$ cat config.mk
export PLATFORM = sky130hd
export DESIGN_NAME = j4_uart
export DESIGN_NICKNAME = d
export VERILOG_FILES = /design/src/rtl/j4_uart_pkg.sv /design/src/rtl/j4_uart_fifo.sv /design/src/rtl/j4_uart.sv
export SDC_FILE = /design/constraint.sdc
export NUM_CORES = 1
export LEC_CHECK = 0
export BUFFER_PORTS_ARGS = -buffer_cell sky130_fd_sc_hd__buf_2
export CAP_MARGIN = 20
export CORE_UTILIZATION = 58
export CTS_CLUSTER_SIZE = 25
export DETAILED_ROUTE_END_ITERATION = 7
export GPL_TIMING_DRIVEN = 0
export PLACE_DENSITY = 0.77
export SYNTH_ARGS = -nofsm -noshare
export SYNTH_HDL_FRONTEND = slang
export SYNTH_SLANG_ARGS = --single-unit
$ cat constraint.sdc
create_clock -name clk -period 4.53 [get_ports clk]
set_input_delay 0.906 -clock clk [delete_from_list [all_inputs] [get_ports clk]]
set_output_delay 0.906 -clock clk [all_outputs]
set_load 0.05 [all_outputs]
$ cat src/rtl/j4_uart_pkg.sv
// Shared register map, STAT bit positions and FSM state type for the j4 UART.
package j4_uart_pkg;
  localparam int WIDTH = 16;

  localparam logic [1:0] UART_DATA = 2'd0;
  localparam logic [1:0] UART_STAT = 2'd1;
  localparam logic [1:0] UART_DIV  = 2'd2;

  localparam int STAT_TX_EMPTY  = 0;
  localparam int STAT_TX_FULL   = 1;
  localparam int STAT_RX_VALID  = 2;
  localparam int STAT_OVERRUN   = 3;
  localparam int STAT_FRAME_ERR = 4;

  localparam logic [WIDTH-1:0] DIV_MIN = 16'd4;

  typedef enum logic [1:0] {ST_IDLE, ST_START, ST_DATA, ST_STOP} uart_state_e;

  function automatic logic [WIDTH-1:0] clamp_div(input logic [WIDTH-1:0] d);
    return (d < DIV_MIN) ? DIV_MIN : d;
  endfunction
endpackage

$ cat src/rtl/j4_uart_fifo.sv
// Small synchronous FIFO; a push into a full FIFO is kept only when a pop frees a slot on the same edge.
module j4_uart_fifo #(
  parameter int DW = 8,
  parameter int AW = 2
) (
  input  logic          clk,
  input  logic          rst_n,
  input  logic          i_push,
  input  logic [DW-1:0] i_wdata,
  input  logic          i_pop,
  output logic [DW-1:0] o_rdata,
  output logic          o_full,
  output logic          o_empty
);
  localparam int DEPTH = 1 << AW;

  logic [DW-1:0] r_mem [DEPTH];
  logic [AW-1:0] r_wp;
  logic [AW-1:0] r_rp;
  logic [AW:0]   r_cnt;
  logic          w_pop;
  logic          w_push;

  assign o_empty = (r_cnt == '0);
  assign o_full  = (r_cnt == (AW+1)'(DEPTH));
  assign w_pop   = i_pop && !o_empty;
  assign w_push  = i_push && (!o_full || w_pop);
  assign o_rdata = r_mem[r_rp];

  always_ff @(posedge clk or negedge rst_n) begin
    if (!rst_n) begin
      r_wp  <= '0;
      r_rp  <= '0;
      r_cnt <= '0;
    end else begin
      if (w_push) r_wp <= r_wp + 1'b1;
      if (w_pop)  r_rp <= r_rp + 1'b1;
      case ({w_push, w_pop})
        2'b10:   r_cnt <= r_cnt + 1'b1;
        2'b01:   r_cnt <= r_cnt - 1'b1;
        default: r_cnt <= r_cnt;
      endcase
    end
  end

  always_ff @(posedge clk) begin
    if (w_push) r_mem[r_wp] <= i_wdata;
  end
endmodule

$ cat src/rtl/j4_uart.sv
// I/O-bus UART slave for the j4 core: TX byte FIFO, single RX holding register, programmable divisor.
module j4_uart
  import j4_uart_pkg::*;
#(
  parameter logic [15:0] BASE    = 16'h8000,
  parameter logic [15:0] DEF_DIV = 16'd433,
  parameter int          TX_AW   = 2
) (
  input  logic             clk,
  input  logic             rst_n,
  input  logic             io_we,
  input  logic             io_re,
  input  logic [WIDTH-1:0] io_ptr,
  input  logic [WIDTH-1:0] io_wdata,
  output logic [WIDTH-1:0] io_rdata,
  output logic             uart_txd,
  input  logic             uart_rxd
);
  logic w_sel, w_wr_data, w_wr_stat, w_wr_div, w_rd_pop;
  logic [WIDTH-1:0] r_div;

  assign w_sel     = (io_ptr[WIDTH-1:2] == BASE[WIDTH-1:2]);
  assign w_wr_data = w_sel && io_we && (io_ptr[1:0] == UART_DATA);
  assign w_wr_stat = w_sel && io_we && (io_ptr[1:0] == UART_STAT);
  assign w_wr_div  = w_sel && io_we && (io_ptr[1:0] == UART_DIV);
  assign w_rd_pop  = w_sel && io_re && (io_ptr[1:0] == UART_DATA);

  always_ff @(posedge clk or negedge rst_n) begin
    if (!rst_n)        r_div <= DEF_DIV;
    else if (w_wr_div) r_div <= clamp_div(io_wdata);
  end

  logic       w_fifo_pop, w_fifo_full, w_fifo_empty;
  logic [7:0] w_fifo_rdata;

  j4_uart_fifo #(.DW(8), .AW(TX_AW)) u_txfifo (
    .clk     (clk),
    .rst_n   (rst_n),
    .i_push  (w_wr_data),
    .i_wdata (io_wdata[7:0]),
    .i_pop   (w_fifo_pop),
    .o_rdata (w_fifo_rdata),
    .o_full  (w_fifo_full),
    .o_empty (w_fifo_empty)
  );

  uart_state_e      r_tx_state, w_tx_state_nxt;
  logic [WIDTH-1:0] r_tx_cnt, w_tx_cnt_nxt, r_tx_div, w_tx_div_nxt;
  logic [2:0]       r_tx_bit, w_tx_bit_nxt;
  logic [7:0]       r_tx_shift, w_tx_shift_nxt;
  logic             r_txd, w_txd_nxt, w_tx_end;

  assign w_tx_end   = (r_tx_cnt == r_tx_div);
  assign uart_txd   = r_txd;

  // STOP chains straight into the next START when the FIFO has data, so there is no idle gap.
  always_comb begin
    w_tx_state_nxt = r_tx_state;
    w_tx_cnt_nxt   = r_tx_cnt + 1'b1;
    w_tx_bit_nxt   = r_tx_bit;
    w_tx_shift_nxt = r_tx_shift;
    w_tx_div_nxt   = r_tx_div;
    w_txd_nxt      = r_txd;
    w_fifo_pop     = 1'b0;
    case (r_tx_state)
      ST_IDLE: begin
        w_tx_cnt_nxt = '0;
        w_txd_nxt    = 1'b1;
        if (!w_fifo_empty) begin
          w_fifo_pop     = 1'b1;
          w_tx_state_nxt = ST_START;
          w_tx_shift_nxt = w_fifo_rdata;
          w_tx_div_nxt   = r_div;
          w_txd_nxt      = 1'b0;
        end
      end
      ST_START: if (w_tx_end) begin
        w_tx_state_nxt = ST_DATA;
        w_tx_cnt_nxt   = '0;
        w_tx_bit_nxt   = '0;
        w_txd_nxt      = r_tx_shift[0];
      end
      ST_DATA: if (w_tx_end) begin
        w_tx_cnt_nxt = '0;
        if (r_tx_bit == 3'd7) begin
          w_tx_state_nxt = ST_STOP;
          w_txd_nxt      = 1'b1;
        end else begin
          w_tx_bit_nxt   = r_tx_bit + 1'b1;
          w_tx_shift_nxt = {1'b0, r_tx_shift[7:1]};
          w_txd_nxt      = r_tx_shift[1];
        end
      end
      default: if (w_tx_end) begin
        w_tx_cnt_nxt = '0;
        if (!w_fifo_empty) begin
          w_fifo_pop     = 1'b1;
          w_tx_state_nxt = ST_START;
          w_tx_shift_nxt = w_fifo_rdata;
          w_tx_div_nxt   = r_div;
          w_txd_nxt      = 1'b0;
        end else begin
          w_tx_state_nxt = ST_IDLE;
        end
      end
    endcase
  end

  always_ff @(posedge clk or negedge rst_n) begin
    if (!rst_n) begin
      r_tx_state <= ST_IDLE;
      r_tx_cnt   <= '0;
      r_tx_bit   <= '0;
      r_txd      <= 1'b1;
    end else begin
      r_tx_state <= w_tx_state_nxt;
      r_tx_cnt   <= w_tx_cnt_nxt;
      r_tx_bit   <= w_tx_bit_nxt;
      r_txd      <= w_txd_nxt;
    end
  end

  always_ff @(posedge clk) begin
    r_tx_shift <= w_tx_shift_nxt;
    r_tx_div   <= w_tx_div_nxt;
  end

  uart_state_e      r_rx_state, w_rx_state_nxt;
  logic [WIDTH-1:0] r_rx_cnt, w_rx_cnt_nxt, r_rx_div, w_rx_div_nxt, w_rx_half;
  logic [2:0]       r_rx_bit, w_rx_bit_nxt;
  logic [7:0]       r_rx_shift, w_rx_shift_nxt, r_rx_byte;
  logic             r_rx_s1, r_rx_s2, r_rx_prev, w_rx_fall, w_rx_done;
  logic             r_rx_valid, r_overrun, r_frame_err;

  assign w_rx_fall = r_rx_prev && !r_rx_s2;
  assign w_rx_half = (r_rx_div >> 1) + {{(WIDTH-1){1'b0}}, r_rx_div[0]};

  // Start is re-checked half a bit after the edge so short glitches fall back to IDLE.
  always_comb begin
    w_rx_state_nxt = r_rx_state;
    w_rx_cnt_nxt   = r_rx_cnt + 1'b1;
    w_rx_bit_nxt   = r_rx_bit;
    w_rx_shift_nxt = r_rx_shift;
    w_rx_div_nxt   = r_rx_div;
    w_rx_done      = 1'b0;
    case (r_rx_state)
      ST_IDLE: begin
        w_rx_cnt_nxt = '0;
        if (w_rx_fall) begin
          w_rx_state_nxt = ST_START;
          w_rx_div_nxt   = r_div;
        end
      end
      ST_START: if (r_rx_cnt == w_rx_half) begin
        w_rx_cnt_nxt   = '0;
        w_rx_bit_nxt   = '0;
        w_rx_state_nxt = r_rx_s2 ? ST_IDLE : ST_DATA;
      end
      ST_DATA: if (r_rx_cnt == r_rx_div) begin
        w_rx_cnt_nxt   = '0;
        w_rx_shift_nxt = {r_rx_s2, r_rx_shift[7:1]};
        w_rx_bit_nxt   = r_rx_bit + 1'b1;
        if (r_rx_bit == 3'd7) w_rx_state_nxt = ST_STOP;
      end
      default: if (r_rx_cnt == r_rx_div) begin
        w_rx_done      = 1'b1;
        w_rx_state_nxt = ST_IDLE;
      end
    endcase
  end

  always_ff @(posedge clk or negedge rst_n) begin
    if (!rst_n) begin
      r_rx_s1    <= 1'b1;
      r_rx_s2    <= 1'b1;
      r_rx_prev  <= 1'b1;
      r_rx_state <= ST_IDLE;
      r_rx_cnt   <= '0;
      r_rx_bit   <= '0;
    end else begin
      r_rx_s1    <= uart_rxd;
      r_rx_s2    <= r_rx_s1;
      r_rx_prev  <= r_rx_s2;
      r_rx_state <= w_rx_state_nxt;
      r_rx_cnt   <= w_rx_cnt_nxt;
      r_rx_bit   <= w_rx_bit_nxt;
    end
  end

  always_ff @(posedge clk) begin
    r_rx_shift <= w_rx_shift_nxt;
    r_rx_div   <= w_rx_div_nxt;
  end

  // A delivery on the same edge as a DATA pop replaces the byte instead of flagging overrun.
  always_ff @(posedge clk or negedge rst_n) begin
    if (!rst_n) begin
      r_rx_byte   <= '0;
      r_rx_valid  <= 1'b0;
      r_overrun   <= 1'b0;
      r_frame_err <= 1'b0;
    end else begin
      if (w_rx_done && (!r_rx_valid || w_rd_pop)) r_rx_byte <= r_rx_shift;
      if (w_rx_done)     r_rx_valid <= 1'b1;
      else if (w_rd_pop) r_rx_valid <= 1'b0;
      if (w_rx_done && r_rx_valid && !w_rd_pop)   r_overrun <= 1'b1;
      else if (w_wr_stat && io_wdata[STAT_OVERRUN]) r_overrun <= 1'b0;
      if (w_rx_done && !r_rx_s2)                  r_frame_err <= 1'b1;
      else if (w_wr_stat && io_wdata[STAT_FRAME_ERR]) r_frame_err <= 1'b0;
    end
  end

  always_comb begin
    io_rdata = '0;
    if (w_sel) begin
      case (io_ptr[1:0])
        UART_DATA: io_rdata[7:0] = r_rx_byte;
        UART_STAT: begin
          io_rdata[STAT_TX_EMPTY]  = w_fifo_empty;
          io_rdata[STAT_TX_FULL]   = w_fifo_full;
          io_rdata[STAT_RX_VALID]  = r_rx_valid;
          io_rdata[STAT_OVERRUN]   = r_overrun;
          io_rdata[STAT_FRAME_ERR] = r_frame_err;
        end
        UART_DIV:  io_rdata = r_div;
        default:   io_rdata = '0;
      endcase
    end
  end
endmodule

Word-level counts from Yosys, hierarchy flattened

Memories as Yosys holds them, arrays and structs flattened.
Index checks and enable logic that the tools add are counted.

Flip-flop bits (word level): 128
Memory bits (writable): 32
Bits of input ports: 37
Logic and storage cells: 165
Memories kept: 1

Add/sub/neg operators: 9
$lt $le $gt $ge: 1
Equal/unequal tests: 25
Mux-type cells: 60
Bitwise operators: 2
Reductions and logical operators: 45

Memories:

| memory         | words | bits a word | read ports | clocked after Yosys merged registers in | wr ports | line               | source |
|---|---|---|---|---|---|---|---|
| u_txfifo.r_mem | 4     | 8           | 1          | 0                                       | 1        | j4_uart_fifo.sv:17 | `logic [DW-1:0] r_mem [DEPTH];` |

Operators with widths:

| cell                                                                  | number |
|---|---|
| 16-bit 2-to-1 mux                                                     | 8 |
| 16-bit == test                                                        | 3 |
| 16-bit case mux with 3 select lines                                   | 1 |
| 8-bit 2-to-1 mux                                                      | 5 |
| 16-bit by 1-bit adder with 16-bit output, second input constant       | 2 |
| 16-bit case mux with 2 select lines                                   | 1 |
| 3-bit case mux with 2 select lines                                    | 4 |
| 8-bit case mux with 3 select lines                                    | 1 |
| 2-bit 2-to-1 mux                                                      | 11 |
| 1-bit 2-to-1 mux                                                      | 19 |
| 2-bit inequality test, second input constant                          | 9 |
| 15-bit by 1-bit adder with 16-bit output                              | 1 |
| 16-bit by 3-bit < comparator with 1-bit output, second input constant | 1 |
| 1-bit logical AND                                                     | 15 |
| 3-bit 2-to-1 mux                                                      | 5 |
| 5-bit case mux with 3 select lines                                    | 1 |
| 14-bit == test, second input constant                                 | 1 |
| 2-bit nonzero test                                                    | 7 |
| 2-bit case mux with 3 select lines                                    | 2 |
| 4-bit AND reduction                                                   | 3 |
| 5-bit AND reduction                                                   | 2 |
| 3-bit by 1-bit adder with 3-bit output, second input constant         | 3 |
| 3-bit == test, second input constant                                  | 3 |
| 2-bit by 1-bit == test with 1-bit output, second input constant       | 4 |
| other kinds (16)                                                      | 30 |

Logic depth before layout (Yosys ltp)

Word-level depth: 9
Depth in mapped cells: 11
Mapped depth without buffers: 11

Modules after synthesis

Synthesis repeated with hierarchy kept, for this count alone.

Cell total of the unflattened synthesis: 629
Area total of the unflattened synthesis: 7,729.9 um^2

By module, submodules not included:

| module       | times used | cells each | area each (um^2) | seq. area each (um^2) |
|---|---|---|---|---|
| j4_uart      | 1          | 549        | 6,142.1          | 3,279.4 |
| j4_uart_fifo | 1          | 80         | 1,587.8          | 1,136.1 |

Worst setup path before layout

Ideal clock, no wire load.

Path type: input-to-output
Start: input io_ptr[6]
End: output io_rdata[10]
Arrival time: 2.328 ns
Required time: 3.624 ns
Slack: 1.296 ns
Stages: 4
Buffers on the path: 0
Cell sequence: nor4b_1 -> nand4_1 -> nor2_1 -> and3_1

Longest elaborated chain between the ends: 2

RTL lines:

| what               | line           | source |
|---|---|---|
| start: declaration | j4_uart.sv:13  | `input logic [WIDTH-1:0] io_ptr,` |
| 14-bit == test     | j4_uart.sv:22  | `assign w_sel = (io_ptr[WIDTH-1:2] == BASE[WIDTH-1:2]);` |
| 16-bit 2-to-1 mux  | j4_uart.sv:215 | `if (w_sel) begin` |
| end: declaration   | j4_uart.sv:15  | `output logic [WIDTH-1:0] io_rdata,` |

Every way passes these cells.

Worst setup path in the final report

Start: input io_ptr[6]
End: output io_rdata[9]

Same word-level chain as after synthesis.

==> qor.yml <==
status:
  status: "finished, final reports clean"
setup_path:
  worstSetupPathType: "primary input to output pin"
  timing.critical_path.cells: "buf_2, nor4b_1, nand4_1, nor2_1, and3_1, buf_2"
  cp_num_buf_inv: 2
  start_kind: "primary input"
  timing.critical_path.slowest_stage_cell: "sky130_fd_sc_hd__nor2_1"
  crit_path_required_time_ns: 3.62
  critical_path.max_fanout: 10
  critPathMostFrequentCell: "sky130_fd_sc_hd__buf_2"
  arrival_time_at_the_worst_endpoint_ns: 2.83
  setup_crit_end_kind: "output pin"
  critical_path.max_stage_delay_ns: 0.60
  timing.critical_path.max_delay_family: "simple AND/OR/NAND/NOR gates"
routing:
  num_vias: 5176
  wirelength_per_cell_um: 17.9
  wl_um: 16000
  firstDrtPassIters: 5
  drc: 0
  number_of_routed_nets_with_antenna_violations: 0
  first_iter_violations: 253
  route.detailed.vias_per_inst: 5.78
logic_synthesis:
  yosys_register_bits: 160
  synth-edff-count: 80
  mappedNetlistArea_mm2: 0.00773
  postSynthCellCount: 635
  ys_dominant_reg_cell: "sky130_fd_sc_hd__edfxtp_1"
  synth.yosys.seq_area_share: 0.571
  yosysMostFrequentCell: "sky130_fd_sc_hd__edfxtp_1"
  synthesized_area_per_cell_um2: 12.2
  yosysTopAreaCellShare: 0.311
  ys_types: 59
  synth.top_cells.by_area: "sky130_fd_sc_hd__edfxtp_1 (31%), sky130_fd_sc_hd__dfrtp_1 (23%), sky130_fd_sc_hd__xnor2_1 (4.9%)"
  synthesis.yosys.warnings: 0
  synth_area_leader_cell: "sky130_fd_sc_hd__edfxtp_1"
  post_syn_nets: 689
  most_numerous_cell_types_in_the_synthesized_netlist: "sky130_fd_sc_hd__edfxtp_1 (80), sky130_fd_sc_hd__dfrtp_1 (71), sky130_fd_sc_hd__nor2_1 (57)"
  synth-async-reset-ratio: 0.500
global_routing:
  grt_first_pass_wirelength_um: 26300
  global_router_s_overall_resource_usage: 0.247
  largest_net_degree_at_the_start_of_global_routing: 49
  grt_use_met2: 0.385
  top_usage_layer: "met2"
  grt_overflow_total: 0
  use_met3: 0.0520
  antenna_found_initial: 0
  via_count_of_the_first_global_routing_pass: 5232
  gr-usage-met1: 0.341
clock_tree:
  number_of_hold_buffers_added_after_cts: 0
  htree_num_levels: 4
  root_buffer: "sky130_fd_sc_hd__clkbuf_16"
  clk_pin_slew_worst_paths_ns: 0.06
  cts_max_path_buffers: 2
  post_cts_setup_buffer_count: 0
  cts_repair_resize_count: 0
  cts_tree: "yes"
  num_cts_buffers: 17
  clock-sinks: 160
  clock_insertion_delay_worst_skew_ns: 0.42
layout:
  fin_util: 0.691
  nNetsFinal: 764
  area_delta_synth_final_pct: 14.7
  n_fill_cell: 928
  layout_cell_share_with_drive_strength_beyond_1: 0.201
  antenna_cells_inserted: 0
power_and_ir_drop:
  leakage_uw: 0.00369
  irDropWorstVdd_mv: 0.278
  power.density_mw_per_mm2: 395
timing:
  post-route-period-util: 0.825
  fmax_mhz: 268
  worst_pin_slew_ns: 0.966
  finalCriticalPeriod_ns: 3.74
  rsz0062_at_grt: "false"
  relSlewSlack: 0.354
  skew_ns: 0.0108
  setup_violations: 0
  totalNegativeSetupSlack_ns: 0
  hold_violations: 0
  timing_max_transition_violations_final: 0
floorplanning:
  fp.coreArea_mm2: 0.0128
  floorplan.rows: 41
  dieHeight_um: 117
  io_pins: 54
  die_w_um: 117
  initial_core_util: 0.603
  die_area_mm2: 0.0138
place:
  gp_congestion: 0.836
  dp_hpwl_um: 11500
  numPortBuffers: 52
run:
  drv.max_cap_violation_count: 0
worst_hold_path:
  hp-class: "flop to flop"
==> worst reg2reg max path, stage by stage, from the launching register on <==
cell,delay [ns]
sky130_fd_sc_hd__dfrtp_1,0.43
sky130_fd_sc_hd__xnor2_1,0.25
sky130_fd_sc_hd__nand4_1,0.17
sky130_fd_sc_hd__nor4_1,0.44
sky130_fd_sc_hd__mux2i_1,0.32
sky130_fd_sc_hd__nor2_1,0.28
sky130_fd_sc_hd__nand2_1,0.11
sky130_fd_sc_hd__fa_1,0.49
sky130_fd_sc_hd__a2111oi_0,0.61
sky130_fd_sc_hd__a2bb2oi_1,0.20
==> final timing paths <==
kind                                        from                             to  slack, ns  cells past startpoint
max in group asynchronous                  rst_n           r_div[7]$_DFFE_PN1P_       3.44                      2
max                                    io_ptr[6]                    io_rdata[9]       0.79                      6
min reg2reg                    r_rx_s1$_DFF_PN1_              r_rx_s2$_DFF_PN1_       0.36                      0
max reg2reg                r_tx_cnt[0]$_DFF_PN0_  u_txfifo.r_cnt[1]$_DFFE_PN0P_       1.16                      9
min in group asynchronous                  rst_n         r_rx_cnt[13]$_DFF_PN0_       0.44                      1
min                            r_rx_s1$_DFF_PN1_              r_rx_s2$_DFF_PN1_       0.36                      0
==> metal layers <==
metal | share of wire | wire length, µm
met1 | 0.46 | 7400
met2 | 0.48 | 7630
met3 | 0.048 | 777
met4 | 0.014 | 221
met5 | 0 | 0
==> final cells by class <==
| cell class | instances | area, µm² | share of cell area |
|---|---|---|---|
| tap | 172 | 215 | 0.0243 |
| inverter | 13 | 48.8 | 0.00550 |
| clock inverter | 12 | 160 | 0.0181 |
| buffer | 22 | 103 | 0.0116 |
| sequential | 160 | 4420 | 0.498 |
| multi-input combinational | 440 | 3170 | 0.358 |
| timing repair buffer | 56 | 314 | 0.0354 |
| clock buffer | 20 | 437 | 0.0493 |
==> flip-flops by register name (all words and copies together), names as in the netlist <==
name / cells
u_txfifo.r_mem: 32
r_div: 16
r_rx_cnt: 16
r_rx_div: 16
r_tx_cnt: 16
r_tx_div: 16
r_rx_byte: 8
r_rx_shift: 8
r_tx_shift: 8
r_rx_bit: 3
r_tx_bit: 3
u_txfifo.r_cnt: 3
r_rx_state: 2
r_tx_state: 2
u_txfifo.r_rp: 2
u_txfifo.r_wp: 2
r_frame_err: 1
r_overrun: 1
r_rx_prev: 1
r_rx_s1: 1
r_rx_s2: 1
r_rx_valid: 1
uart_txd: 1
==> cell usage in the layout (no fill, tap or decap), types with 3 or more instances in the layout <==
cell / n
sky130_fd_sc_hd__o21ai_0: 20
sky130_fd_sc_hd__nor3_1: 4
sky130_fd_sc_hd__and3_1: 20
sky130_fd_sc_hd__nand3b_1: 3
sky130_fd_sc_hd__mux2_2: 24
sky130_fd_sc_hd__buf_4: 3
sky130_fd_sc_hd__edfxtp_1: 80
sky130_fd_sc_hd__dfstp_2: 9
sky130_fd_sc_hd__and2_1: 6
sky130_fd_sc_hd__nor2_1: 57
sky130_fd_sc_hd__mux2i_1: 12
sky130_fd_sc_hd__inv_1: 13
sky130_fd_sc_hd__dfrtp_1: 71
sky130_fd_sc_hd__a21oi_1: 32
sky130_fd_sc_hd__xor2_1: 41
sky130_fd_sc_hd__nand2b_1: 6
sky130_fd_sc_hd__a31oi_1: 5
sky130_fd_sc_hd__inv_6: 3
sky130_fd_sc_hd__nor4_1: 12
sky130_fd_sc_hd__clkbuf_16: 17
sky130_fd_sc_hd__bufinv_16: 3
sky130_fd_sc_hd__clkinv_4: 3
sky130_fd_sc_hd__nand2_1: 44
sky130_fd_sc_hd__a22o_1: 8
sky130_fd_sc_hd__nor2b_1: 6
sky130_fd_sc_hd__xnor2_1: 43
sky130_fd_sc_hd__nand3_1: 21
sky130_fd_sc_hd__mux4_2: 8
sky130_fd_sc_hd__a21boi_0: 3
sky130_fd_sc_hd__ha_1: 16
sky130_fd_sc_hd__nor3b_1: 4
sky130_fd_sc_hd__clkbuf_1: 14
sky130_fd_sc_hd__nand4_1: 13
sky130_fd_sc_hd__buf_2: 59
==> power by group <==
| part | internal, µW | switching [µW] |
|---|---|---|
| clock network | 873 | 568 |
| logic | 167 | 209 |
| registers | 1590 | 97.4 |
==> through the flow <==
stage	cell area [µm²]	std cells	hold WS, ns	setup slack (ns)	power (µW)
2_1_floorplan	7730	635	0.345	1.30	1960
3_3_place_gp	8200	859	0.346	0.485	2050
3_5_place_dp	8270	863	0.348	0.813	2080
4_1_cts	8870	895	0.357	0.814	3520
5_1_grt	8870	895	0.363	0.654	3630
6_report	8870	895	0.356	0.792	3500
==> cells by family after synthesis <==
kind of cell | count (synthesis) | share of synthesized area
buf+inv | 35 | 0.0196
fa+ha+maj | 17 | 0.0285
flops | 160 | 0.571
xor+xnor | 84 | 0.0952
mux | 44 | 0.0738
compound gates | 84 | 0.0691
simple gates | 211 | 0.142
(Power assumes the default switching activity.)
